## config.mk

```make
export PLATFORM = sky130hd
export DESIGN_NAME = cordic_frontend
export DESIGN_NICKNAME = d
export VERILOG_FILES = /design/src/rtl/cordic_pkg.sv /design/src/rtl/cordic_quad_fix.sv /design/src/rtl/cordic_frontend.sv
export SDC_FILE = /design/constraint.sdc
export NUM_CORES = 1
export LEC_CHECK = 0
export CORE_MARGIN = 1.5
export CORE_UTILIZATION = 40
export CTS_BUF_LIST = sky130_fd_sc_hd__clkbuf_8
export CTS_CLUSTER_DIAMETER = 30
export DETAILED_ROUTE_END_ITERATION = 8
export GPL_TIMING_DRIVEN = 0
export PLACE_DENSITY = 0.67
export SKIP_CTS_REPAIR_TIMING = 1
export SLEW_MARGIN = 20
export SYNTH_ARGS = -nofsm -noshare
export SYNTH_HDL_FRONTEND = slang
export SYNTH_HIERARCHICAL = 1
export SYNTH_SLANG_ARGS = --single-unit
```

## constraint.sdc

```tcl
create_clock -name clk -period 2.66 [get_ports clk]
set_input_delay 0.532 -clock clk [delete_from_list [all_inputs] [get_ports clk]]
set_output_delay 0.532 -clock clk [all_outputs]
set_load 0.05 [all_outputs]
```

## src/rtl/cordic_pkg.sv

```systemverilog
// Shared types and helpers for the CORDIC front end: FSM states, quadrant tag, saturating negate.
package cordic_pkg;

   typedef enum logic [1:0] {
      ST_IDLE,
      ST_LAUNCH,
      ST_RUN,
      ST_OUT
   } state_t;

   typedef logic [1:0] quad_t;

   localparam int LAUNCH_TIMEOUT = 2;

   // Negation is done at this width and the caller truncates, so any DW up to SAT_W works.
   localparam int SAT_W = 64;

   function automatic logic signed [SAT_W-1:0] sat_neg(input logic signed [SAT_W-1:0] v,
                                                       input int w);
      logic signed [SAT_W-1:0] most_neg;
      most_neg = {SAT_W{1'b1}} << (w - 1);
      return (v == most_neg) ? ~most_neg : -v;
   endfunction

endpackage

```

## src/rtl/cordic_quad_fix.sv

```systemverilog
// Combinational quadrant correction of raw datapath (x, y) back to full-circle (cos, sin).
// Zero latency, no handshake; -(most negative) saturates to most positive.
module cordic_quad_fix
   import cordic_pkg::*;
#(
   parameter int DW = 16
) (
   input  quad_t         quad,
   input  logic [DW-1:0] x,
   input  logic [DW-1:0] y,
   output logic [DW-1:0] rot_x,
   output logic [DW-1:0] rot_y
);

   logic [DW-1:0] neg_x;
   logic [DW-1:0] neg_y;

   assign neg_x = DW'(sat_neg({{(SAT_W-DW){x[DW-1]}}, x}, DW));
   assign neg_y = DW'(sat_neg({{(SAT_W-DW){y[DW-1]}}, y}, DW));

   always_comb begin
      rot_x = x;
      rot_y = y;
      case (quad)
         2'd0: begin rot_x = x;     rot_y = y;     end
         2'd1: begin rot_x = neg_y; rot_y = x;     end
         2'd2: begin rot_x = neg_x; rot_y = neg_y; end
         2'd3: begin rot_x = y;     rot_y = neg_x; end
         default: ;
      endcase
   end

endmodule

```

## src/rtl/cordic_frontend.sv

```systemverilog
// Folds a full-circle phase into [0,90deg), runs the CORDIC control unit once, un-folds x/y into cos/sin.
// Accept-to-valid is 3N+5 cycles for an N-iteration unit; result held until out_ready, no accept bypass.
module cordic_frontend
   import cordic_pkg::*;
#(
   parameter int ANG_W   = 16,
   parameter int DW      = 16,
   parameter int MAX_CYC = 64
) (
   input  logic             clk,
   input  logic             rst,
   input  logic             in_valid,
   output logic             in_ready,
   input  logic [ANG_W-1:0] in_phase,
   output logic             out_valid,
   input  logic             out_ready,
   output logic [DW-1:0]    out_cos,
   output logic [DW-1:0]    out_sin,
   output logic             out_err,
   output logic             cu_en,
   input  logic             cu_busy,
   output logic [ANG_W-1:0] dp_angle,
   input  logic [DW-1:0]    dp_x,
   input  logic [DW-1:0]    dp_y
);

   localparam int WD_W = $clog2(MAX_CYC + 1);

   state_t          state;
   state_t          state_nxt;
   quad_t           quad;
   logic [WD_W-1:0] wdog;
   logic [DW-1:0]   fix_cos;
   logic [DW-1:0]   fix_sin;
   logic            accept;
   logic            wd_fire;
   logic            launch_to;
   logic            fire;
   logic            capture;

   cordic_quad_fix #(.DW(DW)) u_quad_fix (
      .quad  (quad),
      .x     (dp_x),
      .y     (dp_y),
      .rot_x (fix_cos),
      .rot_y (fix_sin)
   );

   assign accept    = (state == ST_IDLE) && in_valid;
   assign wd_fire   = ((state == ST_LAUNCH) || (state == ST_RUN)) && (wdog == WD_W'(MAX_CYC - 1));
   assign launch_to = (state == ST_LAUNCH) && !cu_busy && (wdog >= WD_W'(LAUNCH_TIMEOUT - 1));
   assign fire      = wd_fire || launch_to;
   assign capture   = (state == ST_RUN) && !cu_busy && !wd_fire;

   // cu_en follows busy combinationally in RUN so the unit never sees enable after it finishes.
   always_comb begin
      state_nxt = state;
      in_ready  = 1'b0;
      out_valid = 1'b0;
      cu_en     = 1'b0;
      case (state)
         ST_IDLE: begin
            in_ready = 1'b1;
            if (in_valid) state_nxt = ST_LAUNCH;
         end
         ST_LAUNCH: begin
            if (fire) begin
               state_nxt = ST_OUT;
            end else begin
               cu_en = 1'b1;
               if (cu_busy) state_nxt = ST_RUN;
            end
         end
         ST_RUN: begin
            if (fire || !cu_busy) state_nxt = ST_OUT;
            else                  cu_en     = 1'b1;
         end
         ST_OUT: begin
            out_valid = 1'b1;
            if (out_ready) state_nxt = ST_IDLE;
         end
         default: state_nxt = ST_IDLE;
      endcase
   end

   always_ff @(posedge clk or posedge rst) begin
      if (rst) begin
         state    <= ST_IDLE;
         quad     <= '0;
         dp_angle <= '0;
         wdog     <= '0;
         out_cos  <= '0;
         out_sin  <= '0;
         out_err  <= 1'b0;
      end else begin
         state <= state_nxt;

         if (accept) begin
            quad     <= in_phase[ANG_W-1:ANG_W-2];
            dp_angle <= {2'b00, in_phase[ANG_W-3:0]};
            wdog     <= '0;
         end else if ((state == ST_LAUNCH) || (state == ST_RUN)) begin
            wdog <= wdog + WD_W'(1);
         end

         if (fire) begin
            out_cos <= '0;
            out_sin <= '0;
            out_err <= 1'b1;
         end else if (capture) begin
            out_cos <= fix_cos;
            out_sin <= fix_sin;
            out_err <= 1'b0;
         end else if ((state == ST_OUT) && out_ready) begin
            out_err <= 1'b0;
         end
      end
   end

endmodule

```

* Word-level counts from Yosys, hierarchy flattened
Index checks and enable logic that the tools add are counted.
** Operators by class
- Add/sub/neg operators :: 3
- Order comparisons :: 1
- Eq/ne operators :: 13
- Muxes and demuxes :: 24
- Reductions and logical operators :: 18
** Operators by type and width (count)
- 16-bit case mux with 4 select lines :: 2
- 16-bit 2-to-1 mux :: 6
- 16-bit equality test (second input constant) :: 2
- 16-bit negation :: 2
- 7-bit 2-to-1 mux :: 2
- 2-bit 2-to-1 mux :: 5
- 2-bit equality test (second input constant) :: 4
- 2-bit case mux with 4 select lines :: 1
- 7-bit by 1-bit adder with 7-bit output (second input constant) :: 1
- 7-bit by 6-bit equality test with 1-bit output (second input constant) :: 1
- 7-bit by 1-bit >= comparator with 1-bit output (second input constant) :: 1
- 1-bit logical AND :: 7
- 1-bit 2-to-1 mux :: 7
- 2-bit by 1-bit equality test with 1-bit output (second input constant) :: 2
- 2-bit zero test :: 2
- 2-bit inequality test (second input constant) :: 2
- 4-bit AND reduction :: 1
- 2-bit nonzero test :: 2
- 1-bit logical OR :: 3
- 3-bit inequality test (second input constant) :: 1
- 3-bit nonzero test :: 1
- 1-bit zero test :: 2
- 2-bit by 1-bit inequality test with 1-bit output (second input constant) :: 1
- 1-bit case mux with 2 select lines :: 1
** Word-level totals
- Register bits after elaboration :: 58
- Input port bits :: 53
- Output and inout port bits :: 52
- Logic and storage cells :: 66

* Logic depth before layout (Yosys ltp)
- Depth after elaboration :: 7
- Depth in mapped cells :: 10
- Depth with buffers taken out :: 9

* By module
Netlist, hierarchy kept.
** Modules (own cells, without submodules)
- cordic_frontend :: instances 1, cells each 241, area each 2517.4 um^2, sequential area each 1451.4 um^2
- cordic_quad_fix :: instances 1, cells each 295, area each 1778.0 um^2, sequential area each 0.0 um^2

* Least setup slack after synthesis
No wires, ideal clock.
- Path kind :: reg2out
- From :: reg state[0]
- To :: out cu_en
- Arrival :: 2.415 ns
- Data required time :: 2.128 ns
- Slack :: -0.287 ns
- Stages on the path, launching flop included :: 8
- Buffers on the path :: 1
- Path through :: dfrtp_1 > inv_1 > ha_1 > buf_4 > nand4_2 > or3_4 > nand2_2 > nor3b_1
** On the way
- Word-level cells in the longest chain between the ends :: 7
- Elaborated cells on any way between the ends :: 11
- Those cells by class :: eq/ne (2); mux (3); reduce/logical (6)
** RTL lines
- from (decl) :: line cordic_frontend.sv:29 : state_t state;
- from (signal assigned) :: line cordic_frontend.sv:96 : state <= state_nxt;
- 2-bit by 1-bit equality test with 1-bit output / 2-bit equality test (equally long branches) :: line cordic_frontend.sv:50, cordic_frontend.sv:51, cordic_frontend.sv:61
- 1-bit logical OR / 1-bit logical AND (equally long branches) :: line cordic_frontend.sv:50, cordic_frontend.sv:51
- 1-bit logical AND, on equally long branches :: line cordic_frontend.sv:50, cordic_frontend.sv:51
- 1-bit logical OR :: line cordic_frontend.sv:52 : assign fire = wd_fire || launch_to;
- 1-bit logical OR :: line cordic_frontend.sv:75 : if (fire || !cu_busy) state_nxt = ST_OUT;
- 1-bit 2-to-1 mux :: line cordic_frontend.sv:75
- 1-bit case mux with 2 select lines (*) :: line cordic_frontend.sv:61 : case (state)
- to (decl) :: line cordic_frontend.sv:20 : output logic cu_en,
Mark *: on every way between the ends. The rest lies on a longest branch, timed or not.

* Worst setup path in the final report
- From :: in dp_x[0]
- To :: reg out_sin[7]
** On the way
- Word-level cells in the longest chain between the ends :: 5
- Elaborated cells on any way between the ends :: 6
- Those cells by class :: add/sub (1); eq/ne (1); mux (4)
** RTL lines
- from (decl) :: line cordic_frontend.sv:23 : input logic [DW-1:0] dp_x,
- 16-bit negation / 16-bit equality test (equally long branches) :: line cordic_pkg.sv:22 : return (v == most_neg) ? ~most_neg : -v;
- 16-bit 2-to-1 mux (*) :: line cordic_pkg.sv:22
- 16-bit case mux with 4 select lines (*) :: line cordic_quad_fix.sv:24 : case (quad)
- net fix_sin[7] :: line cordic_frontend.sv:34 : logic [DW-1:0] fix_sin;
- 16-bit 2-to-1 mux (*) :: line cordic_frontend.sv:110 : end else if (capture) begin
- 16-bit 2-to-1 mux (*) :: line cordic_frontend.sv:106 : if (fire) begin
- to (signal assigned) :: line cordic_frontend.sv:112 : out_sin <= fix_sin;
- to (decl) :: line cordic_frontend.sv:18 : output logic [DW-1:0] out_sin,
The timed path passes the listed nets; every way through them passes the cells marked *. The select of a mux whose other input is x is not followed.
A chain may end at the register's enable or synchronous reset.

==> summary.md <==
| Metric | Value |
|---|---|
| Effective utilization at floorplan | `41.42%` |
| Capturing element type of the critical path | `flop` |
| Average size of a mapped cell | `8.014 sq um` |
| Std-Cell Rows | `37` |
| Failing checks | `negative setup slack` |
| Peak fanout along the critical path | `5` |
| Routed vias | `4,624` |
| Count of nets left with antenna violations after detail routing | `0` |
| Die area | `11,370 sq um` |
| Cell type contributing the most total cell area after synthesis | `sky130_fd_sc_hd__dfrtp_1` |
| Startpoint type of the worst setup path | `primary input` |
| Count of maximum capacitance violations | `0` |
| Post-layout instance area | `5936 sq um` |
| Cell Chain, Critical Path | `dlymetal6s2s_1 -> inv_2 -> ha_4 -> or3b_4 -> or3_4 -> buf_8 -> nor2_4 -> buf_12 -> o221ai_1 -> a211oi_2 -> nand2_1 -> a21oi_1` |
| First-pass GRT wire length | `22.76 mm` |
| Layout-stage area growth over the synthesis result | `38.19%` |
| Final nets | `711` |
| Sum of negative setup slack | `-2.869 ps` |
| Final Routed Wirelength | `14.72 mm` |
| Total cell area at the placement stage | `5408 sq um` |
| Per-cell routed wire length | `18.58 um` |
| Unrepaired setup endpoints after global routing | `true` |
| Final Total Pwr | `7.014 mW` |
| Residual DRC count | `0` |
| H-tree Lvls | `3` |
| Most frequent cells after synthesis | `sky130_fd_sc_hd__nand2_1, sky130_fd_sc_hd__a21oi_1, sky130_fd_sc_hd__dfrtp_1` |
| Arrival @ worst endpoint | `2930 ps` |
| Mapped cell area | `4295 sq um` |
| Achievable Freq | `375.5 MHz` |
| Final setup violation count | `1` |
| Vias in the first global route | `4,301` |
| Clock root buffer | `sky130_fd_sc_hd__clkbuf_8` |
| Filler cells | `991` |
| Boundary pin count | `105` |
| CTS clk-pin slew, worst paths | `60 ps` |
| Flops & latches, synth | `58` |
| Hold Vio Cnt, Final | `0` |
| DP Cell Count | `766` |
| Core region area | `10,370 sq um` |
| Remaining global-route overflow | `0` |
| Placer congestion estimate | `0.9474` |
| Final HPWL DP | `10.65 mm` |
| Sinks on the clock net | `58` |
| Largest incremental delay on the critical path | `420 ps` |
| Post-synthesis async set-or-reset flop share | `100.0%` |
| Fraction of final layout cells with drive strength greater than 1 | `15.27%` |
| Maximum number of buffers from clock root to sink | `2` |
| Library cell contributing the largest single delay on the critical path | `sky130_fd_sc_hd__or3b_4` |
| Classification of the worst setup path | `in2reg` |
| Final worst-path cycle share | `100.1%` |
| Max VDD drop | `0.7426 mV` |
| Proportion of synthesized chip area in sequential cells | `33.79%` |
| Via/cell ratio | `5.838` |
| LEAKAGE | `2.411 nW` |
| Dominant delay contributor by cell family on the critical path | `simple AND/OR/NAND/NOR gates` |
| Mapped Cells | `536` |
| Hold Crit Class | `reg2reg` |
| Total number of yosys warnings | `6` |
| Top post-synthesis cells by area | `sky130_fd_sc_hd__dfrtp_1, sky130_fd_sc_hd__nand2_1, sky130_fd_sc_hd__a21oi_1, sky130_fd_sc_hd__o21ai_0, sky130_fd_sc_hd__mux2_2` |
| Pin count of the biggest net entering global routing | `59` |
| Drt initial violations | `368` |
| Worst Skew | `7.461 ps` |
| Final-report max-slew violation count | `0` |
| IO buf count | `93` |
| Clk_lat worst skew | `340 ps` |
| Share of Yosys cell area claimed by the top area cell type | `33.79%` |
| Worst EP required | `2930 ps` |
| Transition time of the tightest slew-check pin | `706.2 ps` |
| Final worst-path setup slack | `-2.869 ps` |
| Result of the run | `finished, violations left` |
| Worst path bufs/invs | `4` |
| Die X-Extent | `106.6 um` |
| Filler-free cell count of the finished design | `792` |
| CTS tree | `built` |
| Number of antenna violations at the first check in global routing | `1` |
| Y dimension of the die | `106.6 um` |
| Power density of the placed cells | `1182 nW/um^2` |
| Dominant cell by count in the synthesized netlist | `sky130_fd_sc_hd__nand2_1` |
| Number of distinct standard cells referenced by the synthesized netlist | `70` |
| Hold WS | `479.9 ps` |
| Number of buffers added by the clock tree synthesis step | `9` |
| Worst slew margin relative to its limit | `52.92%` |
| Synth Flop Type | `sky130_fd_sc_hd__dfrtp_1` |
| Aggregate global-route resource usage | `25.78%` |
| First drt pass iteration count | `7` |
| Time the final worst path needs with I/O delays and setup | `2663 ps` |
| EDFF count, synth | `0` |
cells in the final DEF, fill, tap and decap left out, drive strengths merged, types with 5 or more instances in the layout:
cell type	n
nor3	13
buf	27
a31oi	5
o21ai	42
a21oi	60
ha	8
clkbuf	44
dlymetal6s2s	13
clkdlybuf4s50	79
a211oi	8
o221ai	6
mux2	19
o31ai	5
or3	13
a21o	5
nand2	84
o211ai	8
inv	14
o22ai	16
xor2	5
mux2i	5
o31a	5
nor2	28
or4	6
nand2b	8
dfrtp	58
worst register-to-register path, delay by kind of cell (launching register included):
kind	cells	cell delay, ps
flops	1	410
simple gates	2	190
xor+xnor	1	350
buf+inv	2	990
compound gates	3	570
final cells by class:
| cell class | count | area [sq um] | area share, % |
|---|---|---|---|
| well taps | 136 | 170.2 | 2.867 |
| diodes | 1 | 2.502 | 0.04216 |
| repair buffers | 103 | 1074 | 18.09 |
| flip-flops and latches | 58 | 1453 | 24.47 |
| multi-input cells | 414 | 2708 | 45.62 |
| inverters | 14 | 55.05 | 0.9275 |
| clock inverters | 6 | 81.33 | 1.370 |
| clock buffers | 10 | 137.6 | 2.319 |
| plain buffers | 50 | 255.2 | 4.300 |
metal layers:
metal	track usage [%]	share of wire, %
met2	39.88	47
met3	4.559	6.8
met5	0	0
met4	10.10	2.6
met1	35.77	44
cells by family after synthesis:
family          after synthesis  synth area share (%)
xor+xnor                      9                 1.835
other cells                   1               0.08730
flops                        58                 33.79
compound gates              187                 27.59
buf+inv                      65                 6.700
simple gates                183                 21.00
mux                          25                 6.670
fa+ha+maj                     8                 2.330
where the power goes:
part | switching [mW] | total (mW) | internal [mW]
Sequential | 0.223 | 1.47 | 1.25
Combinational | 2.98 | 4.64 | 1.66
Clock | 0.355 | 0.900 | 0.546
path summary, 6_finish.rpt:
check / from / end / depth (start not counted) / slack [ps]
min in group asynchronous: rst / dp_angle[3] / 2 / 670
worst max register to register: quad[1] / out_cos[9] / 8 / 80
worst min register to register: out_err / out_err / 1 / 480
worst max-delay path: dp_x[0] / out_sin[7] / 12 / -3
worst min-delay path: out_err / out_err / 1 / 480
max in group asynchronous: rst / state[0] / 2 / 1490
state kept, by name, summed over array words and instances, names as in the netlist:
| name | flops |
|---|---|
| quad | 2 |
| out_err | 1 |
| out_sin | 16 |
| wdog | 7 |
| state | 2 |
| dp_angle | 14 |
| out_cos | 16 |
per-stage QoR:
stage | util (%) | setup slack [ps]
CTS | 54.26 | -758.8
detailed placement | 52.15 | -1004
global route | 57.24 | -54.93
floorplan | - | 46.45
global placement | 52.12 | -1008
finish | 57.24 | -2.869
No activity file was read; power rests on OpenSTA's default activity.
